$ cat src/rtl/decode_format_arbiter_if.sv
// rtl/decode_format_arbiter_if.sv - decoder-lane and backend handshake bundle for the format arbiter
interface decode_format_arbiter_if #(
  parameter int NUM_DEC   = 4,
  parameter int PAYLOAD_W = 128,
  parameter int MAJ_ID_W  = 64,
  parameter int MIN_ID_W  = 7
);
  localparam int SRC_W = $clog2(NUM_DEC);

  logic [NUM_DEC-1:0]           dec_enable_i;
  logic [NUM_DEC*PAYLOAD_W-1:0] dec_payload_i;
  logic [NUM_DEC*MAJ_ID_W-1:0]  dec_majId_i;
  logic [NUM_DEC*MIN_ID_W-1:0]  dec_minId_i;
  logic [NUM_DEC-1:0]           dec_stall_o;
  logic                         out_valid_o;
  logic                         out_ready_i;
  logic [PAYLOAD_W-1:0]         out_payload_o;
  logic [MAJ_ID_W-1:0]          out_majId_o;
  logic [MIN_ID_W-1:0]          out_minId_o;
  logic [SRC_W-1:0]             out_src_o;
  logic                         overflow_o;

  modport master (
    output dec_enable_i, dec_payload_i, dec_majId_i, dec_minId_i, out_ready_i,
    input  dec_stall_o, out_valid_o, out_payload_o, out_majId_o, out_minId_o,
           out_src_o, overflow_o
  );

  modport slave (
    input  dec_enable_i, dec_payload_i, dec_majId_i, dec_minId_i, out_ready_i,
    output dec_stall_o, out_valid_o, out_payload_o, out_majId_o, out_minId_o,
           out_src_o, overflow_o
  );
endinterface

$ cat src/rtl/decode_format_arbiter.sv
// rtl/decode_format_arbiter.sv - per-lane FIFOs merged oldest-first into one registered in-order stream
module decode_format_arbiter #(
  parameter int NUM_DEC    = 4,
  parameter int FIFO_DEPTH = 4,
  parameter int PAYLOAD_W  = 128,
  parameter int MAJ_ID_W   = 64,
  parameter int MIN_ID_W   = 7
) (
  input  logic                  clock_i,
  input  logic                  reset_i,
  decode_format_arbiter_if.slave bus
);
  localparam int SRC_W = $clog2(NUM_DEC);
  localparam int PTR_W = $clog2(FIFO_DEPTH);
  localparam int CNT_W = PTR_W + 1;
  localparam int KEY_W = MAJ_ID_W + MIN_ID_W;

  logic [PAYLOAD_W-1:0] r_pay [NUM_DEC][FIFO_DEPTH];
  logic [MAJ_ID_W-1:0]  r_maj [NUM_DEC][FIFO_DEPTH];
  logic [MIN_ID_W-1:0]  r_min [NUM_DEC][FIFO_DEPTH];
  logic [PTR_W-1:0]     r_wptr [NUM_DEC];
  logic [PTR_W-1:0]     r_rptr [NUM_DEC];
  logic [CNT_W-1:0]     r_cnt  [NUM_DEC];

  logic                 r_out_valid;
  logic [PAYLOAD_W-1:0] r_out_pay;
  logic [MAJ_ID_W-1:0]  r_out_maj;
  logic [MIN_ID_W-1:0]  r_out_min;
  logic [SRC_W-1:0]     r_out_src;
  logic                 r_ovf;

  logic [NUM_DEC-1:0]   w_stall;
  logic [NUM_DEC-1:0]   w_push;
  logic [NUM_DEC-1:0]   w_pop;
  logic [NUM_DEC-1:0]   w_cand;
  logic [KEY_W-1:0]     w_key [NUM_DEC];
  logic [KEY_W-1:0]     w_best;
  logic [SRC_W-1:0]     w_win;
  logic                 w_any;
  logic                 w_free;
  logic                 w_load;

  always_comb begin
    for (int i = 0; i < NUM_DEC; i++) begin
      w_stall[i] = (r_cnt[i] == CNT_W'(FIFO_DEPTH));
      w_cand[i]  = (r_cnt[i] != '0);
      w_push[i]  = bus.dec_enable_i[i] && !w_stall[i];
      w_key[i]   = {r_maj[i][r_rptr[i]], r_min[i][r_rptr[i]]};
    end
  end

  // Strict less-than keeps the lowest lane on equal keys.
  always_comb begin
    w_any  = 1'b0;
    w_win  = '0;
    w_best = '0;
    for (int i = 0; i < NUM_DEC; i++) begin
      if (w_cand[i] && (!w_any || (w_key[i] < w_best))) begin
        w_any  = 1'b1;
        w_win  = SRC_W'(i);
        w_best = w_key[i];
      end
    end
  end

  assign w_free = !r_out_valid || bus.out_ready_i;
  assign w_load = w_free && w_any;

  always_comb begin
    for (int i = 0; i < NUM_DEC; i++) begin
      w_pop[i] = w_load && (w_win == SRC_W'(i));
    end
  end

  always_ff @(posedge clock_i) begin
    for (int i = 0; i < NUM_DEC; i++) begin
      if (w_push[i]) begin
        r_pay[i][r_wptr[i]] <= bus.dec_payload_i[i*PAYLOAD_W +: PAYLOAD_W];
        r_maj[i][r_wptr[i]] <= bus.dec_majId_i[i*MAJ_ID_W +: MAJ_ID_W];
        r_min[i][r_wptr[i]] <= bus.dec_minId_i[i*MIN_ID_W +: MIN_ID_W];
      end
    end
  end

  always_ff @(posedge clock_i) begin
    if (reset_i) begin
      for (int i = 0; i < NUM_DEC; i++) begin
        r_wptr[i] <= '0;
        r_rptr[i] <= '0;
        r_cnt[i]  <= '0;
      end
      r_out_valid <= 1'b0;
      r_out_pay   <= '0;
      r_out_maj   <= '0;
      r_out_min   <= '0;
      r_out_src   <= '0;
      r_ovf       <= 1'b0;
    end else begin
      for (int i = 0; i < NUM_DEC; i++) begin
        if (w_push[i]) r_wptr[i] <= r_wptr[i] + PTR_W'(1);
        if (w_pop[i])  r_rptr[i] <= r_rptr[i] + PTR_W'(1);
        r_cnt[i] <= r_cnt[i] + CNT_W'(w_push[i]) - CNT_W'(w_pop[i]);
      end
      if (|(bus.dec_enable_i & w_stall)) r_ovf <= 1'b1;
      if (w_load) begin
        r_out_valid <= 1'b1;
        r_out_pay   <= r_pay[w_win][r_rptr[w_win]];
        r_out_maj   <= r_maj[w_win][r_rptr[w_win]];
        r_out_min   <= r_min[w_win][r_rptr[w_win]];
        r_out_src   <= w_win;
      end else if (w_free) begin
        r_out_valid <= 1'b0;
      end
    end
  end

  assign bus.dec_stall_o   = w_stall;
  assign bus.out_valid_o   = r_out_valid;
  assign bus.out_payload_o = r_out_pay;
  assign bus.out_majId_o   = r_out_maj;
  assign bus.out_minId_o   = r_out_min;
  assign bus.out_src_o     = r_out_src;
  assign bus.overflow_o    = r_ovf;
endmodule
$ cat src/flat_wrapper.sv
// flat-port wrapper written by rule: the top's interface ports become plain ports
module decode_format_arbiter_flat 
#(
  parameter int NUM_DEC    = 4,
  parameter int FIFO_DEPTH = 4,
  parameter int PAYLOAD_W  = 128,
  parameter int MAJ_ID_W   = 64,
  parameter int MIN_ID_W   = 7
)
  (clock_i, reset_i, bus_dec_enable_i, bus_dec_payload_i, bus_dec_majId_i, bus_dec_minId_i, bus_out_ready_i, bus_dec_stall_o, bus_out_valid_o, bus_out_payload_o, bus_out_majId_o, bus_out_minId_o, bus_out_src_o, bus_overflow_o);
  decode_format_arbiter_if #(.NUM_DEC(NUM_DEC), .PAYLOAD_W(PAYLOAD_W), .MAJ_ID_W(MAJ_ID_W), .MIN_ID_W(MIN_ID_W)) bus_i ();
  input  logic clock_i;
  input  logic reset_i;
  input wire logic [$bits(bus_i.dec_enable_i)-1:0] bus_dec_enable_i;
  input wire logic [$bits(bus_i.dec_payload_i)-1:0] bus_dec_payload_i;
  input wire logic [$bits(bus_i.dec_majId_i)-1:0] bus_dec_majId_i;
  input wire logic [$bits(bus_i.dec_minId_i)-1:0] bus_dec_minId_i;
  input wire logic [$bits(bus_i.out_ready_i)-1:0] bus_out_ready_i;
  output wire logic [$bits(bus_i.dec_stall_o)-1:0] bus_dec_stall_o;
  output wire logic [$bits(bus_i.out_valid_o)-1:0] bus_out_valid_o;
  output wire logic [$bits(bus_i.out_payload_o)-1:0] bus_out_payload_o;
  output wire logic [$bits(bus_i.out_majId_o)-1:0] bus_out_majId_o;
  output wire logic [$bits(bus_i.out_minId_o)-1:0] bus_out_minId_o;
  output wire logic [$bits(bus_i.out_src_o)-1:0] bus_out_src_o;
  output wire logic [$bits(bus_i.overflow_o)-1:0] bus_overflow_o;
  assign bus_i.dec_enable_i = bus_dec_enable_i;
  assign bus_i.dec_payload_i = bus_dec_payload_i;
  assign bus_i.dec_majId_i = bus_dec_majId_i;
  assign bus_i.dec_minId_i = bus_dec_minId_i;
  assign bus_i.out_ready_i = bus_out_ready_i;
  assign bus_dec_stall_o = bus_i.dec_stall_o;
  assign bus_out_valid_o = bus_i.out_valid_o;
  assign bus_out_payload_o = bus_i.out_payload_o;
  assign bus_out_majId_o = bus_i.out_majId_o;
  assign bus_out_minId_o = bus_i.out_minId_o;
  assign bus_out_src_o = bus_i.out_src_o;
  assign bus_overflow_o = bus_i.overflow_o;
  decode_format_arbiter #(.NUM_DEC(NUM_DEC), .FIFO_DEPTH(FIFO_DEPTH), .PAYLOAD_W(PAYLOAD_W), .MAJ_ID_W(MAJ_ID_W), .MIN_ID_W(MIN_ID_W)) u_core (.clock_i(clock_i), .reset_i(reset_i), .bus(bus_i));
endmodule
$ cat config.mk
export PLATFORM = sky130hd
export DESIGN_NAME = decode_format_arbiter_flat
export DESIGN_NICKNAME = d
export VERILOG_FILES = /design/src/rtl/decode_format_arbiter_if.sv /design/src/rtl/decode_format_arbiter.sv /design/src/flat_wrapper.sv
export SDC_FILE = /design/constraint.sdc
export NUM_CORES = 2
export LEC_CHECK = 0
export CAP_MARGIN = 15
export CORE_MARGIN = 2
export CORE_UTILIZATION = 51
export CTS_CLUSTER_DIAMETER = 120
export DETAILED_ROUTE_END_ITERATION = 6
export PLACE_DENSITY = 0.79
export SLEW_MARGIN = 20
export SYNTH_ARGS = -nofsm -noshare
export SYNTH_HDL_FRONTEND = slang
export SYNTH_SLANG_ARGS = --single-unit
$ cat constraint.sdc
create_clock -name clock_i -period 13.79 [get_ports clock_i]
set_input_delay 3.4475 -clock clock_i [delete_from_list [all_inputs] [get_ports clock_i]]
set_output_delay 3.4475 -clock clock_i [all_outputs]
set_load 0.02 [all_outputs]
==> run metrics <==
# hold bufs at CTS 0; # fillers 20100; DR DRC count 0; first-pass GRT wire length 686 mm; CP Max Fanout 68; Max Clock Freq 73.3 MHz; CP Class flip-flop to flip-flop; Slew HR 7.16%; most frequent CP cell o21ai_0; total number of yosys warnings 0; number of synthesized register bits 3415; ANT nets after route 0; number of vias per cell 6.64; Post-Syn Instances 9783; CP required 14590 ps; Die ar. 287000 um2; Netlist Area Pre-Place 144000 um2; CTS Root Cell clkbuf_16; Final Max Tran Viols 0; WHS Path Cells 2; die span in y 536 um; Starting DRT DRC Count 15800; Yosys cell types 73; Overall Global Routing Usage 33.3%; Mean Syn Cell Area 14.7 um2; worst r2r dst u_core.bus.out_majId_o[10]; layout cell share with drive strength beyond 1 11.2%; H-tree Lvls 5; final clock skew 76.3 ps; CTS buffer count 348; clk buf depth 4; Clock Pin Slew Worst Setup and Hold Paths 70 ps; Worst Setup End Kind flip-flop; total gr overflow 0; Crit Reg-Reg Startpoint u_core.r_rptr[1][0]; Max-Cap Viols 0; hold endpoint u_core.bus.out_majId_o[21]; WP data arrival 14440 ps; vias in the first global route 97300; Worst Hold Launch u_core.bus.out_majId_o[21]; final hold vios 0; Critical Path Start Type flip-flop; core area 282000 um2; ys flop type edfxtp_1; CP peak stage delay 890 ps; Post-synth EDFFs 3200; CTS Sinks 3415; via count 98900; die width 536 um; first drt pass iteration count 7; final setup vio count 0; Synth-to-Final Area Change 18.4%; syn_nets 10800; Async SR Flop Fraction 0%; # nets final 11700; Starting Density 51.2%; depth of the worst register-to-register path 39; Routed WL per cell 33.0 um; status completed; initial antenna violation count 253; Final period util 98.9%; critical path's slowest cell a221oi_1; hpwl dp 300 mm; Worst Hold Class flip-flop to flip-flop; sequential share of the synthesized area 69.7%; I/O Pins 1010; CTS tree built; Worst-Skew Late Latency 950 ps; largest net degree at the start of global routing 144; Final Util 60.6%; Cell Rows 195; minimum clock period 13640 ps; gpl congestion 0.944; Worst Tran Pin Value 1390 ps; Post-CTS Setup Bufs 0; final wirelength 491 mm; RSZ-0062 raised after global routing no; internal reg-to-reg setup slack 150 ps; port bufs 1009
-- critical path, delay by kind of cell (launching register included) --
family	cells	cell delay (ps)
AOI/OAI and AO/OA	19	6500
and+or+nand+nor	10	3050
buffers and inverters	5	1250
adders and majority gates	3	970
muxes	2	950
DFF	1	530
-- how the worst max path moves through the flow --
stage | from | to | depth (start not counted)
floorplan | u_core.r_rptr[1][0] | u_core.r_cnt[3][2] | 50
global placement | u_core.r_rptr[0][0] | u_core.bus.out_payload_o[119] | 40
detailed placement | u_core.r_rptr[1][0] | u_core.bus.out_payload_o[39] | 38
CTS | u_core.r_rptr[1][0] | u_core.bus.out_payload_o[39] | 39
global route | u_core.r_rptr[1][0] | u_core.bus.out_payload_o[121] | 42
finish | u_core.r_rptr[1][0] | u_core.bus.out_majId_o[10] | 39
-- state kept, by name (all words and copies together), names as in the netlist --
name                      flops
u_core.bus.out_minId_o        7
u_core.r_rptr                 8
u_core.bus.overflow_o         1
u_core.r_maj               1024
u_core.r_pay               2048
u_core.bus.out_payload_o    128
u_core.r_cnt                 12
u_core.bus.out_majId_o       64
u_core.bus.out_src_o          2
u_core.bus.out_valid_o        1
u_core.r_wptr                 8
u_core.r_min                112
-- cells in the final DEF, fill, tap and decap left out, drive strengths merged, types with 105 or more instances in the layout --
cell / count
a311oi: 129
a21oi: 555
buf: 197
nand3: 162
mux2: 141
nor3: 105
nand2: 1586
nor2: 439
o21ai: 311
ha: 234
mux4: 344
diode: 147
clkdlybuf4s50: 1008
edfxtp: 3200
dfxtp: 215
o211ai: 272
a211o: 130
clkbuf: 468
clkinv: 115
mux2i: 669
nand4: 230
and3: 142
-- repair_timing --
action	CTS	global route
resized for setup	2	5
pin swaps	0	0
setup endpoints to repair	188	201
cloned	0	0
-- cell usage after synthesis, types with 5 or more instances --
cell type | instances | area, um2
o211ai_1 | 272 | 2040
nor2_1 | 438 | 1640
ha_1 | 234 | 2930
and2_1 | 13 | 81.3
mux4_2 | 344 | 7750
nand4_1 | 230 | 1440
and3_1 | 142 | 888
clkbuf_1 | 458 | 1720
o21ai_0 | 306 | 1530
a21o_1 | 20 | 150
a221oi_1 | 74 | 648
buf_2 | 69 | 345
mux2_1 | 14 | 158
a211oi_1 | 11 | 82.6
mux2i_1 | 668 | 6690
a21oi_1 | 555 | 2780
dfxtp_1 | 215 | 4300
a311oi_1 | 129 | 1130
nand2_1 | 1585 | 5950
nor3_1 | 103 | 515
buf_4 | 41 | 308
nor2b_1 | 10 | 62.6
nand2b_1 | 16 | 100
a31oi_1 | 9 | 56.3
xnor2_1 | 10 | 87.6
nor4_1 | 8 | 50.1
buf_1 | 67 | 251
inv_1 | 39 | 146
or3_1 | 5 | 31.3
mux2_2 | 127 | 1430
nand3_1 | 162 | 811
a211o_1 | 130 | 1140
nor3b_1 | 6 | 45.0
o21a_1 | 6 | 45.0
edfxtp_1 | 3200 | 96100
-- final cells by class --
class                      count  area [um2]  share of cell area, %
multi-input combinational   5691       41100                   24.1
antenna                      147         368                  0.216
clock inverter               178        2040                   1.20
timing repair buffer        1205       12400                   7.24
inverter                      39         146                 0.0858
sequential                  3415      100000                   58.8
tap                         3743        4680                   2.74
clock buffer                 468        9510                   5.58
-- cell families after synthesis --
family	after synthesis	share of synthesized area, %
multiplexers	1154	11.1
AND/OR/NAND/NOR	2731	8.15
flip-flops	3415	69.7
XOR/XNOR	12	0.0729
AO/OA/AOI/OAI	1556	6.93
buffers and inverters	677	1.95
adder cells (fa/ha/maj)	238	2.09
-- through the flow --
stage	cell area, um2	setup TNS, ps	hold WS, ps	setup slack [ps]	instances
after floorplan	144000	0	521	2150	9783
after global placement	159000	-1350	479	-72.5	14100
after detailed placement	159000	-23420	485	-265	14100
after CTS	170000	0	496	115	14700
after global routing	171000	0	515	107	14800
final	171000	0	495	150	14900
-- metal layers --
layer  wire (um)  track usage, %  share of wire, %
met2      222000            50.8                45
met3       75200            12.6                15
met5        1320               0              0.27
met4       29100            18.9               5.9
met1      163000            40.8                33
Power is left out: the tool's default activity adds up to more than one toggle a clock period on the data nets, which glitch-free logic cannot reach.
